File: src/rtl/d_mem_fsm.sv
// d_mem_fsm: data-memory access controller for the MEM stage.
// Turns a pipeline load/store request into a multi-cycle SRAM transaction.
// The pipeline is stalled until the access completes. Load data is
// lane-selected and sign/zero extended before it is returned.
//
// Ports:
//   clk, rstn                 clock, asynchronous active-low reset
//   mem_read, mem_write       load/store request levels (held while d_stall)
//   funct3, addr, wdata       RISC-V width/sign code, byte address, store data
//   mem_rdata                 SRAM read word
//   mem_en, mem_we            SRAM enable / write enable (registered)
//   mem_addr, mem_wdata       word address, lane-replicated store data
//   mem_wmask                 byte-lane write mask
//   d_stall                   pipeline hold (combinational)
//   load_data, load_valid     extended load result, one-cycle valid pulse
//   misalign                  one-cycle pulse on misaligned/illegal access
//   dbg_state                 current FSM state for observation
//
// Handshake: a request is a level on mem_read/mem_write. While d_stall=1 the
// pipeline holds the request stable; the access has completed in the first
// cycle where d_stall=0 (DONE), and the request is dropped after that cycle.
module d_mem_fsm #(
  parameter int RD_LAT = 2,
  parameter int WR_LAT = 1,
  parameter int CNT_W  = 4
) (
  input  logic        clk,
  input  logic        rstn,
  input  logic        mem_read,
  input  logic        mem_write,
  input  logic [2:0]  funct3,
  input  logic [31:0] addr,
  input  logic [31:0] wdata,
  input  logic [31:0] mem_rdata,
  output logic        mem_en,
  output logic        mem_we,
  output logic [31:0] mem_addr,
  output logic [31:0] mem_wdata,
  output logic [3:0]  mem_wmask,
  output logic        d_stall,
  output logic [31:0] load_data,
  output logic        load_valid,
  output logic        misalign,
  output logic [1:0]  dbg_state
);

  typedef enum logic [1:0] {IDLE, WRITE, READ, DONE} state_t;

  localparam logic [CNT_W-1:0] WR_LAST = CNT_W'(WR_LAT - 1);
  localparam logic [CNT_W-1:0] RD_LAST = CNT_W'(RD_LAT - 1);

  state_t           state;
  logic [CNT_W-1:0] cnt;
  logic [2:0]       f3_q;
  logic [1:0]       off_q;

  logic        req;
  logic        bad_f3;
  logic        mis;
  logic        bad;
  logic [3:0]  st_mask;
  logic [31:0] st_data;
  logic [7:0]  byte_sel;
  logic [15:0] half_sel;
  logic [31:0] ld_ext;

  assign req       = mem_write | mem_read;
  assign dbg_state = state;

  // Legality: a store only knows SB/SH/SW; loads additionally have LBU/LHU.
  // Alignment only depends on the size bits funct3[1:0].
  always_comb begin
    bad_f3 = 1'b0;
    mis    = 1'b0;
    if (mem_write)
      bad_f3 = funct3[2] | (funct3[1:0] == 2'b11);
    else
      bad_f3 = (funct3 == 3'b011) | (funct3 == 3'b110) | (funct3 == 3'b111);
    case (funct3[1:0])
      2'b01:   mis = addr[0];
      2'b10:   mis = |addr[1:0];
      default: mis = 1'b0;
    endcase
    bad = req & (bad_f3 | mis);
  end

  // Store lanes: data is replicated so every possible lane carries it and
  // the mask alone selects which bytes the SRAM writes.
  always_comb begin
    st_mask = 4'b1111;
    st_data = wdata;
    case (funct3[1:0])
      2'b00: begin
        st_mask = 4'b0001 << addr[1:0];
        st_data = {4{wdata[7:0]}};
      end
      2'b01: begin
        st_mask = 4'b0011 << addr[1:0];
        st_data = {2{wdata[15:0]}};
      end
      default: begin
        st_mask = 4'b1111;
        st_data = wdata;
      end
    endcase
  end

  // Load extraction from the offset latched at request time.
  always_comb begin
    byte_sel = mem_rdata[8*off_q +: 8];
    half_sel = off_q[1] ? mem_rdata[31:16] : mem_rdata[15:0];
    case (f3_q)
      3'b000:  ld_ext = {{24{byte_sel[7]}}, byte_sel};
      3'b100:  ld_ext = {24'h0, byte_sel};
      3'b001:  ld_ext = {{16{half_sel[15]}}, half_sel};
      3'b101:  ld_ext = {16'h0, half_sel};
      default: ld_ext = mem_rdata;
    endcase
  end

  // Stall covers the accepting IDLE cycle plus every access cycle. Gated by
  // rstn so an asserted reset releases the pipeline even if a request is
  // still being held.
  assign d_stall = rstn & (((state == IDLE) & req & ~bad) |
                           (state == WRITE) | (state == READ));

  always_ff @(posedge clk or negedge rstn) begin
    if (!rstn) begin
      state      <= IDLE;
      cnt        <= '0;
      f3_q       <= 3'b000;
      off_q      <= 2'b00;
      mem_en     <= 1'b0;
      mem_we     <= 1'b0;
      mem_addr   <= 32'h0;
      mem_wdata  <= 32'h0;
      mem_wmask  <= 4'b0000;
      load_data  <= 32'h0;
      load_valid <= 1'b0;
      misalign   <= 1'b0;
    end else begin
      load_valid <= 1'b0;
      misalign   <= 1'b0;
      case (state)
        IDLE: begin
          if (bad) begin
            misalign <= 1'b1;
          end else if (req) begin
            cnt      <= '0;
            mem_addr <= {addr[31:2], 2'b00};
            f3_q     <= funct3;
            off_q    <= addr[1:0];
            mem_en   <= 1'b1;
            if (mem_write) begin
              mem_we    <= 1'b1;
              mem_wmask <= st_mask;
              mem_wdata <= st_data;
              state     <= WRITE;
            end else begin
              mem_we    <= 1'b0;
              mem_wmask <= 4'b0000;
              state     <= READ;
            end
          end
        end
        WRITE: begin
          cnt <= cnt + 1'b1;
          if (cnt == WR_LAST) begin
            mem_en    <= 1'b0;
            mem_we    <= 1'b0;
            mem_wmask <= 4'b0000;
            state     <= DONE;
          end
        end
        READ: begin
          cnt <= cnt + 1'b1;
          if (cnt == RD_LAST) begin
            load_data  <= ld_ext;
            load_valid <= 1'b1;
            mem_en     <= 1'b0;
            state      <= DONE;
          end
        end
        default: begin
          // DONE: the instruction retires here; any request is its own.
          state <= IDLE;
        end
      endcase
    end
  end

endmodule

File: config.mk
export PLATFORM = sky130hd
export DESIGN_NAME = d_mem_fsm
export DESIGN_NICKNAME = d
export VERILOG_FILES = /design/src/rtl/d_mem_fsm.sv
export SDC_FILE = /design/constraint.sdc
export NUM_CORES = 1
export LEC_CHECK = 0
export BUFFER_PORTS_ARGS = -buffer_cell sky130_fd_sc_hd__buf_2
export CAP_MARGIN = 20
export CORE_MARGIN = 10
export CORE_UTILIZATION = 45
export CTS_BUF_LIST = sky130_fd_sc_hd__clkbuf_8
export DETAILED_ROUTE_END_ITERATION = 10
export GPL_ROUTABILITY_DRIVEN = 0
export GPL_TIMING_DRIVEN = 0
export HOLD_SLACK_MARGIN = 0.1
export PLACE_DENSITY = 0.82
export SKIP_LAST_GASP = 1
export SLEW_MARGIN = 5
export SYNTH_ARGS = -nofsm -noshare
export SYNTH_HDL_FRONTEND = slang
export SYNTH_SLANG_ARGS = --single-unit
File: constraint.sdc
create_clock -name clk -period 2.56 [get_ports clk]
set_input_delay 0.384 -clock clk [delete_from_list [all_inputs] [get_ports clk]]
set_output_delay 0.384 -clock clk [all_outputs]
set_load 0.02 [all_outputs]
==> metrics.md <==
| Metric | Value |
|---|---|
| Initial core utilization | `46.3%` |
| Worst Setup End Kind | `primary output` |
| Drc violations | `0` |
| Most frequent cells in the layout | `buf_2 (215), dfrtp_1 (113), mux2_2 (54)` |
| Full die area | `16,600 um^2` |
| Worst Setup Start Kind | `input port` |
| CP startpoint | `funct3[1]` |
| Synth cell types | `43` |
| Setup crit end | `d_stall` |
| Cell area after synthesis | `5310 um^2` |
| Reg2reg setup slack | `0.43 ns` |
| Yosys warns | `0` |
| Commonest non-fill, non-tap cell in the layout | `buf_2` |
| ANT nets after route | `0` |
| Syn-to-layout area delta | `30.1%` |
| Worst-Margin Slew | `0.556 ns` |
| Fin nets | `839` |
| Via count | `4,823` |
| Congestion Overflow GR | `0` |
| # Max-Cap Violations | `0` |
| Sw Ratio | `43.8%` |
| Clock power share | `15.1%` |
| DR WL/cell | `18.6 um` |
| First-pass GRT wire length | `25.1 mm` |
| PwrDens | `1310 nW/um^2` |
| Cell Rows | `39` |
| Total Routing Usage GR | `18.8%` |
| Avg Cell Area, Syn | `10.7 um^2` |
| Ports | `210` |
| Fmax | `410 MHz` |
| Die W | `129 um` |
| Clk slew on worst S/H paths | `0.07 ns` |
| First-pass DRT Iterations | `5` |
| Worst EP required | `2.18 ns` |
| Register share of total power | `35.3%` |
| Initial antenna violation count | `1` |
| Layout cells sized above 1 | `42.1%` |
| Maximum number of pins on one net before global-route repair | `101` |
| Final Hold Vio Count | `0` |
| Status | `completed` |
| Worst hold-check slack | `0.180 ns` |
| H-Tree Depth | `4` |
| TritonCTS clock tree | `yes` |
| Pins Over Slew Limit | `0` |
| FF-to-FF path depth | `7` |
| Top post-synthesis cells by area | `dfrtp_1 (53%), mux2_2 (11%), nand2_1 (3.7%)` |
| Final setup fails | `0` |
| Slew margin rel. | `62.9%` |
| Reg-to-Reg Start | `dbg_state[0]` |
| Routed Wire Length | `16.4 mm` |
| Cell type with the highest aggregate area in the netlist | `dfrtp_1` |
| Crit Path Max Fanout | `10` |
| RR Endpoint | `load_data[13]` |
| Post-route core utilization | `60.3%` |
| FF+latch count, synth | `113` |
| Arr. time, crit path | `2.06 ns` |
| Clk_skew | `0.00649 ns` |
| Net Switching | `3.98 mW` |
| Buffer levels on the longest clock path | `2` |
| Vias in the first global route | `4,943` |
| Share of the synthesized area in the top cell type | `53.2%` |
| Register area share after synthesis | `53.2%` |
| Die height | `129 um` |
| Clock root buffer | `clkbuf_8` |
| Tmin final | `2.44 ns` |
| Part of the power in combinational logic | `49.6%` |
| WS Path Type | `in2out` |
| Clock sinks | `113` |
| DPL Wire Length | `12.7 mm` |
| Cells after Synth | `495` |
| DR iter-0 viols | `439` |
| Power Internal | `5.10 mW` |
| Max VDD drop | `701 uV` |
| Fill count | `966` |
| Clk Latency, worst-skew pair | `0.43 ns` |
| Num CTS Buffers | `17` |
| Core area | `11,500 um^2` |
| Port bufs | `207` |
| HP Class | `in2reg` |
| Lkg Pwr | `3.46 nW` |
| Period utilization | `95.3%` |
| Vias per cell | `5.48` |
-- cells by family (layout without fill, tap and decap cells) --
kind of cell	after synthesis	count (layout)	share of synthesized area [%]
multiplexers	66	66	13.9
flip-flops	113	113	53.2
buffers and inverters	44	284	3.63
other	1	3	0.0706
adder cells (fa/ha/maj)	11	11	2.59
AND/OR/NAND/NOR	145	145	12.8
AO/OA/AOI/OAI	114	114	13.6
XOR/XNOR	1	1	0.165
-- Yosys cell counts (all sizes together) --
library cell    n
mux2           54
nor4            1
a21o            2
conb            1
o22a            3
o221ai          1
nor2b           3
clkbuf         17
a211oi          1
ha             11
o31a            1
inv            12
nor3            2
o211ai          2
and3            1
dfrtp         113
o22ai           8
a21oi          31
buf            15
a31oi           9
a2bb2oi         4
nand2          53
a2111o          1
o21ai          25
xnor2           1
nand3b         10
a22o            4
nor2           36
a22oi          21
nand3          35
mux4            1
a311oi          1
nand2b          3
nand4b          1
mux2i          11
-- cell type report --
class | instances | area, um^2 | area share [%]
multi-input cells | 339 | 2310 | 33.4
flip-flops and latches | 113 | 2830 | 40.9
repair buffers | 210 | 1090 | 15.7
well taps | 143 | 179 | 2.59
plain buffers | 32 | 150 | 2.17
diodes | 1 | 2.50 | 0.0362
clock inverters | 11 | 52.6 | 0.760
clock buffers | 19 | 262 | 3.78
inverters | 12 | 45.0 | 0.651
-- worst min-delay path by stage --
stage | startpoint | end | slack (ns) | cells past startpoint
after floorplan | rstn | cnt[0] | 0.09 | 0
after global placement | mem_we | mem_we | 0.46 | 1
after detailed placement | rstn | mem_wdata[30] | 0.22 | 1
after CTS | addr[3] | mem_addr[3] | 0.16 | 2
after global routing | addr[10] | mem_addr[10] | 0.16 | 2
final | addr[3] | mem_addr[3] | 0.18 | 2
-- critical path, stage by stage --
cell	delay, ns
buf_2	0.13
inv_1	0.06
ha_1	0.18
clkbuf_1	0.19
o211ai_2	0.25
nand4b_4	0.18
nor2_4	0.14
clkbuf_4	0.23
o31a_1	0.15
buf_2	0.16
-- per-layer routing --
layer	vias up	track usage [%]	wire length (um)
met5	-	0	0
met4	0	8.64	415
met3	36	5.09	1400
met2	233	32.7	8670
met1	2320	21.0	5900
li1	2234	-	-
-- power by group through the flow --
| stage | logic, mW | registers (mW) | clock network, mW |
|---|---|---|---|
| 6_report | 4.51 | 3.20 | 1.37 |
| 3_5_place_dp | 4.52 | 3.22 | 0 |
| 5_1_grt | 4.88 | 3.31 | 1.48 |
| 4_1_cts | 4.54 | 3.20 | 1.40 |
| 2_1_floorplan | 1.95 | 4.18 | 0 |
| 3_3_place_gp | 4.40 | 3.17 | 0 |
-- flip-flops by register name, summed over array words and instances (netlist names), 2 cells and up --
| name | cells |
|---|---|
| mem_addr | 30 |
| cnt | 4 |
| mem_wmask | 4 |
| f3_q | 3 |
| mem_wdata | 32 |
| dbg_state | 2 |
| off_q | 2 |
| load_data | 32 |
-- per-stage QoR --
| step | instances | instance area [um^2] | power, mW | setup WS [ns] | setup TNS (ns) |
|---|---|---|---|---|---|
| global route | 880 | 6910 | 9.67 | -0.00716 | -0.00716 |
| floorplan | 496 | 5320 | 6.13 | 0.325 | 0 |
| CTS | 879 | 6900 | 9.15 | 0.0320 | 0 |
| global placement | 846 | 6530 | 7.56 | -0.579 | -15.72 |
| detailed placement | 847 | 6570 | 7.74 | -0.145 | -0.145 |
| finish | 880 | 6910 | 9.08 | 0.121 | 0 |
-- repair_timing --
| item | 4_1_cts | 5_1_grt |
|---|---|---|
| buffers inserted | 1 | 0 |
| endpoints found under the setup margin | 1 | 1 |
| hold endpoints to repair | 14 | 0 |
| gates resized for setup | 0 | 4 |
| pin swaps | 1 | 1 |
| hold buffers | 1 | 0 |
No activity file was read; power rests on OpenSTA's default activity.
